### src/rtl/seq_decoder_pkg.sv
// Shared types and widths for the sequenced one-hot decoder.
package seq_decoder_pkg;
  localparam int CODE_W = 3;
  localparam int LINE_W = 8;

  typedef enum logic [1:0] {
    IDLE  = 2'd0,
    DRIVE = 2'd1,
    GAP   = 2'd2
  } state_e;

  function automatic int max2(input int a, input int b);
    return (a > b) ? a : b;
  endfunction
endpackage

### src/rtl/seq_decoder_onehot_dec.sv
// Combinational 3-to-8 one-hot decoder feeding the seq_decoder output register.
module onehot_dec3to8
  import seq_decoder_pkg::*;
(
  input  logic [CODE_W-1:0] code_i,
  output logic [LINE_W-1:0] line_o
);
  assign line_o = LINE_W'(1) << code_i;
endmodule

### src/rtl/seq_decoder.sv
// Accepts a 3-bit index, drives its one-hot line for HOLD_CYCLES, then idles GAP_CYCLES.
// Optional sticky accept history enabled by defining SEQ_DECODER_HIST_EN.
module seq_decoder
  import seq_decoder_pkg::*;
#(
  parameter int HOLD_CYCLES = 4,
  parameter int GAP_CYCLES  = 1
) (
  input  logic              clk,
  input  logic              rst_n,
  input  logic              in_valid,
  input  logic [CODE_W-1:0] in_code,
  output logic              in_ready,
  output logic [LINE_W-1:0] out,
  output logic              out_valid,
  output logic              busy
`ifdef SEQ_DECODER_HIST_EN
  ,
  input  logic              hist_clr,
  output logic [LINE_W-1:0] hist
`endif
);
  localparam int CW = $clog2(max2(HOLD_CYCLES, GAP_CYCLES) + 1);

  state_e              state_q, state_d;
  logic [CW-1:0]       cnt_q, cnt_d;
  logic [CODE_W-1:0]   code_q, code_d;
  logic [LINE_W-1:0]   out_q, out_d;
  logic                rdy_q, busy_q, outv_q;
  logic                accept;
  logic [CODE_W-1:0]   dec_code;
  logic [LINE_W-1:0]   dec_line;

  assign accept   = in_valid & rdy_q;
  // Decoder sees the live code only on the accept cycle, the latched one otherwise.
  assign dec_code = accept ? in_code : code_q;

  onehot_dec3to8 u_dec (
    .code_i (dec_code),
    .line_o (dec_line)
  );

  always_comb begin
    state_d = state_q;
    cnt_d   = cnt_q;
    code_d  = code_q;
    out_d   = '0;
    case (state_q)
      IDLE: begin
        if (accept) begin
          state_d = DRIVE;
          cnt_d   = CW'(HOLD_CYCLES);
          code_d  = in_code;
          out_d   = dec_line;
        end
      end
      DRIVE: begin
        if (cnt_q == CW'(1)) begin
          if (GAP_CYCLES > 0) begin
            state_d = GAP;
            cnt_d   = CW'(GAP_CYCLES);
          end else begin
            state_d = IDLE;
            cnt_d   = '0;
          end
        end else begin
          cnt_d = cnt_q - CW'(1);
          out_d = dec_line;
        end
      end
      GAP: begin
        if (cnt_q == CW'(1)) begin
          state_d = IDLE;
          cnt_d   = '0;
        end else begin
          cnt_d = cnt_q - CW'(1);
        end
      end
      default: begin
        state_d = IDLE;
        cnt_d   = '0;
      end
    endcase
  end

  // Status flags are registered from next-state so every output comes from a flop.
  always_ff @(posedge clk or negedge rst_n) begin
    if (!rst_n) begin
      state_q <= IDLE;
      cnt_q   <= '0;
      code_q  <= '0;
      out_q   <= '0;
      outv_q  <= 1'b0;
      rdy_q   <= 1'b0;
      busy_q  <= 1'b0;
    end else begin
      state_q <= state_d;
      cnt_q   <= cnt_d;
      code_q  <= code_d;
      out_q   <= out_d;
      outv_q  <= |out_d;
      rdy_q   <= (state_d == IDLE);
      busy_q  <= (state_d != IDLE);
    end
  end

  assign out       = out_q;
  assign out_valid = outv_q;
  assign in_ready  = rdy_q;
  assign busy      = busy_q;

`ifdef SEQ_DECODER_HIST_EN
  logic [LINE_W-1:0] hist_q;
  always_ff @(posedge clk or negedge rst_n) begin
    if (!rst_n)        hist_q <= '0;
    else if (accept)   hist_q <= hist_clr ? dec_line : (hist_q | dec_line);
    else if (hist_clr) hist_q <= '0;
  end
  assign hist = hist_q;
`endif
endmodule

### config.mk
export PLATFORM = sky130hd
export DESIGN_NAME = seq_decoder
export DESIGN_NICKNAME = d
export VERILOG_FILES = /design/src/rtl/seq_decoder_pkg.sv /design/src/rtl/seq_decoder_onehot_dec.sv /design/src/rtl/seq_decoder.sv
export SDC_FILE = /design/constraint.sdc
export NUM_CORES = 1
export LEC_CHECK = 0
export ABC_AREA = 1
export ABC_CLOCK_PERIOD_IN_PS = 3300
export CORE_ASPECT_RATIO = 0.8
export CORE_MARGIN = 5
export CORE_UTILIZATION = 35
export CTS_CLUSTER_DIAMETER = 60
export DETAILED_ROUTE_END_ITERATION = 8
export HOLD_SLACK_MARGIN = 0.15
export PLACE_DENSITY = 0.55
export SKIP_CTS_REPAIR_TIMING = 1
export SLEW_MARGIN = 20
export SYNTH_ARGS = -nofsm -noshare
export SYNTH_HDL_FRONTEND = slang
export SYNTH_HIERARCHICAL = 1
export SYNTH_SLANG_ARGS = --single-unit
### constraint.sdc
create_clock -name clk -period 3.3 [get_ports clk]
set_clock_uncertainty 0.2 [all_clocks]
set_input_delay 0.495 -clock clk [delete_from_list [all_inputs] [get_ports clk]]
set_output_delay 0.495 -clock clk [all_outputs]
set_load 0.01 [all_outputs]
# ---- Yosys cells after proc, flatten, opt, wreduce, memory -nomap -nowiden
# Index checks and enable logic that the tools add are counted.
dict set report totals {
  regBits 19
  out_inout_bits 11
  wordCells 30
}
dict set report classes {
  addsub 1
  n_eq_ne 4
  shifts 1
  mux 12
  bitwise 1
  reduce_logical 4
}
# op count
set op_table {}
lappend op_table {{2-to-1 mux 8 bit} 2}
lappend op_table {{case mux 8 bit (2 select lines)} 1}
lappend op_table {{2-to-1 mux 3 bit} 4}
lappend op_table {{case mux 3 bit (3 select lines)} 1}
lappend op_table {{OR reduction 8 bit} 1}
lappend op_table {{<< shifter 1 x 3 -> 8 bit (first input constant)} 1}
lappend op_table {{2-to-1 mux 2 bit} 3}
lappend op_table {{case mux 2 bit (3 select lines)} 1}
lappend op_table {{zero test 2 bit} 2}
lappend op_table {{== test 3 x 1 -> 1 bit (second input constant)} 1}
lappend op_table {{subtractor 3 x 1 -> 3 bit (second input constant)} 1}
lappend op_table {{== test 2 x 1 -> 1 bit (second input constant)} 1}
lappend op_table {{== test 2 bit (second input constant)} 1}
lappend op_table {{inequality test 2 bit (second input constant)} 1}
lappend op_table {{nonzero test 2 bit} 1}
lappend op_table {{bitwise AND 1 bit} 1}

# ---- Logic depth before layout (Yosys ltp)
dict set report depth {
  word_depth 6
  ltp_mapped 12
}

# ---- Cells and area by module
# Netlist, hierarchy kept.
# mod instances cells_per_inst area_each_um2 seq_area_each_um2
set by_module_without_submodules {}
lappend by_module_without_submodules {seq_decoder 1 94 839.6 475.5}
lappend by_module_without_submodules {onehot_dec3to8 1 15 56.3 0.0}

# ---- Least setup slack after synthesis
# Ideal clock, no wire load.
dict set report synth_timing {
  path_kind {input to register}
  start {in in_valid}
  end {reg outv_q (netlist: out_valid)}
  t_arrival_ns 1.468
  slack_ns 1.516
  stages 12
  path_cell_list {nand2_1 -> nor2_1 -> a21oi_1 -> inv_1 -> nand2_1 -> nor2_1 -> inv_1 -> nor2_1 -> o21ai_0 -> nand2_1 -> inv_1 -> nand2_1}
}
dict set report synth_via {
  elab_chain_len 6
  word_cells_on_any_way 7
}
# item line_no
set synth_lines {}
lappend synth_lines {{from (decl)} seq_decoder.sv:11} ;# input logic in_valid,
lappend synth_lines {{bitwise AND 1 bit (*)} seq_decoder.sv:34} ;# assign accept = in_valid & rdy_q;
lappend synth_lines {{2-to-1 mux 3 bit (*)} --}
lappend synth_lines {{net dec_code[1]} seq_decoder.sv:31} ;# logic [CODE_W-1:0] dec_code;
lappend synth_lines {{<< shifter 1 x 3 -> 8 bit (*)} seq_decoder_onehot_dec.sv:8} ;# assign line_o = LINE_W'(1) << code_i;
lappend synth_lines {{net dec_line[0]} seq_decoder.sv:32} ;# logic [LINE_W-1:0] dec_line;
lappend synth_lines {{2-to-1 mux 8 bit, on equally long branches} {seq_decoder.sv:58, seq_decoder.sv:50}}
lappend synth_lines {{case mux 8 bit (2 select lines) (*)} seq_decoder.sv:48} ;# case (state_q)
lappend synth_lines {{OR reduction 8 bit (*)} seq_decoder.sv:101} ;# outv_q <= |out_d;
lappend synth_lines {{to (signal assigned)} seq_decoder.sv:101}
lappend synth_lines {{to (decl)} seq_decoder.sv:29} ;# logic rdy_q, busy_q, outv_q;
# Mark *: on every way through the listed nets, which the timed path passes. The rest lies on a longest branch.
# A chain may end at the register's enable or synchronous reset.

# ---- Worst setup path after layout
# Ends and elaborated chain as after synthesis.

==> run summary <==
Largest net degree at the start of global routing - 20
Worst hold path class - reg -> reg
Worst skew pair latency - 0.30 ns
Fin. max-slew vios - 0
Core box area - 2440 µm²
Status - complete, no violations
Via density - 4.31
Type of the worst setup path - in -> reg
Die Footprint - 3680 µm²
Net Sw Power - 0.429 mW
Non-filler cells, final - 164
Share of the yosys chip area belonging to registers - 53.1%
Seq pwr share - 36.1%
CP max FO - 8
Post-Syn Instances - 109
Syn nets - 117
Rows - 16
Root Buffer Master - clkbuf_4
Via count - 707
Total Wirelength - 1.70 mm
First-pass GRT wire length - 2.88 mm
Post-synth top area share - 53.1%
Worst setup EP type - flop
TritonCTS clock tree - yes
Vias in the first global route - 634
F_max - 480 MHz
Area used by multi-input combinational logic - 323 µm²
Total global-route track usage - 10.3%
Storage element area - 475 µm²
Placer congestion estimate - 0.752
Worst hold stages - 2
Asr flop ratio synth - 100%
Pint - 0.577 mW
Antenna violations before repair - 0
Register bit total from synthesis - 19
Leak - 0.570 nW
Nets - 137
Residual DRC count - 0
DP HPWL - 1.30 mm
Final setup violation count - 0
Final Hold Vio Count - 0
Placed instance count - 160
Fill cell count - 247
Synth cell count leaders - nor2_1 (24), inv_1 (22), dfrtp_1 (19)
RSZ-0062 raised after global routing - false
Synthesized area - 896 µm²
Tightest Pin Transition - 0.864 ns
Syn_area_per_cell - 8.22 µm²
Clock sink count - 19
Post-synth EDFFs - 0
Port-buffer cells - 16
CP Launch Type - input port
Max-cap check violation count - 0
Top cells by area, synth - dfrtp_1 (53%), nor2_1 (10%), inv_1 (9.2%)
Total gr overflow - 0
CTS Buf Count - 3
DR WL/cell - 10.3 µm
Req. time, crit path - 3.31 ns
Starting DRT DRC Count - 22
Clock Tree Buf Depth - 2
R2r worst-path depth - 12
N_diodes - 0
Die Y - 55.3 µm
Area Growth Syn to Fin - 25.1%
Crit path DAT - 2.09 ns
# IOs - 17
Maximum VDD drop - 0.378 mV
Share of cells above drive strength 1 - 7.81%
Clk slew on worst S/H paths - 0.12 ns
1st-pass router iterations - 4
Layout Utilization - 45.9%
H-tree levels - 1
Synthesis Warnings - 6
Switching power share of the total - 42.7%
Crit share post-route - 63.1%
Total Neg Setup Slack - 0 ns
Top FF cell, synth - dfrtp_1
Initial Utilization - 36.7%
Final min period - 2.08 ns
Synth area leader - dfrtp_1
Cell Pwr Density - 898 nW/µm²
Clock Power Share - 11.7%
Die W - 66.6 µm
DRT antenna net count - 0
Synth cell types - 18
Most common cell in the netlist - nor2_1
Slew margin rel. - 42.2%
Comb pwr share - 52.2%
==> sequential cells by signal (all words and copies together) (netlist names) <==
name and count:
cnt_q 3, code_q 3, busy 1, out_valid 1
state_q 2, out 8, in_ready 1
==> cell usage in the layout (no fill, tap or decap), drive strengths merged <==
| cell type | netlist | final |
|---|---|---|
| clkbuf | 0 | 3 |
| o22ai | 1 | 1 |
| a21oi | 5 | 5 |
| ha | 2 | 2 |
| nor3 | 4 | 4 |
| nand3b | 1 | 1 |
| o21ai | 6 | 6 |
| dfrtp | 19 | 19 |
| nand2 | 16 | 16 |
| clkinv | 0 | 1 |
| clkdlybuf4s50 | 0 | 16 |
| a22oi | 3 | 3 |
| o2bb2ai | 1 | 1 |
| nor2 | 26 | 26 |
| inv | 24 | 24 |
==> path summary, 6_finish.rpt <==
path                       slack [ns]                  start                     to
max                              1.22               in_valid    out_valid$_DFF_PN0_
min reg2reg                      0.34  code_q[1]$_DFFE_PN0P_  code_q[1]$_DFFE_PN0P_
max in group asynchronous        1.89                  rst_n       out[4]$_DFF_PN0_
min                              0.34  code_q[1]$_DFFE_PN0P_  code_q[1]$_DFFE_PN0P_
max reg2reg                      1.44     in_ready$_DFF_PN0_    out_valid$_DFF_PN0_
min in group asynchronous        0.47                  rst_n   cnt_q[2]$_DFFE_PN0P_
==> per-layer routing <==
| metal | wire, µm | vias to the layer above | track usage (%) |
|---|---|---|---|
| met1 | 860 | 321 | 13.7 |
| met3 | 65 | 2 | 4.26 |
| met5 | 0 | - | 0 |
| met4 | 27 | 0 | 3.48 |
| met2 | 742 | 16 | 15.0 |
| li1 | - | 368 | - |
==> power by group through the flow <==
stage / Combinational (mW) / Clock (mW) / Sequential (mW)
detailed placement: 0.528 / 0 / 0.369
CTS: 0.529 / 0.124 / 0.363
global route: 0.591 / 0.133 / 0.375
floorplan: 0.342 / 0 / 0.382
finish: 0.525 / 0.118 / 0.364
global placement: 0.513 / 0 / 0.369
==> cell type report <==
class / count / share of cell area, %
Multi-Input combinational cell: 65 / 28.8
Inverter: 24 / 8.04
Tap cell: 36 / 4.02
Clock inverter: 1 / 0.446
Timing Repair Buffer: 16 / 14.3
Sequential cell: 19 / 42.4
Clock buffer: 3 / 2.01
==> logic make-up after synthesis <==
logic type | count (synthesis) | share of synthesized area (%)
adders and majority gates | 2 | 2.79
DFF | 19 | 53.1
and+or+nand+nor | 47 | 22.9
buffers and inverters | 25 | 10.9
AOI/OAI and AO/OA | 16 | 10.3
==> critical path, cell delays in order <==
cell             delay [ns]
clkdlybuf4s50_1        0.40
nand2_1                0.20
nor2_1                 0.09
a21oi_1                0.23
inv_1                  0.09
nand2_1                0.09
nor2_1                 0.04
inv_1                  0.09
nor2_1                 0.04
o21ai_0                0.16
nand2_1                0.07
inv_1                  0.05
nand2_1                0.04
==> per-stage QoR <==
step           instance area [µm²]  setup slack, ns  power (mW)  hold slack, ns
2_1_floorplan                  896             1.52       0.724       -0.000591
3_3_place_gp                  1090            0.953       0.882           0.324
3_5_place_dp                  1090            0.888       0.897           0.329
4_1_cts                       1120             1.21        1.02           0.343
5_1_grt                       1120             1.00        1.10           0.364
6_report                      1120             1.22        1.01           0.337
(Power assumes the default switching activity.)
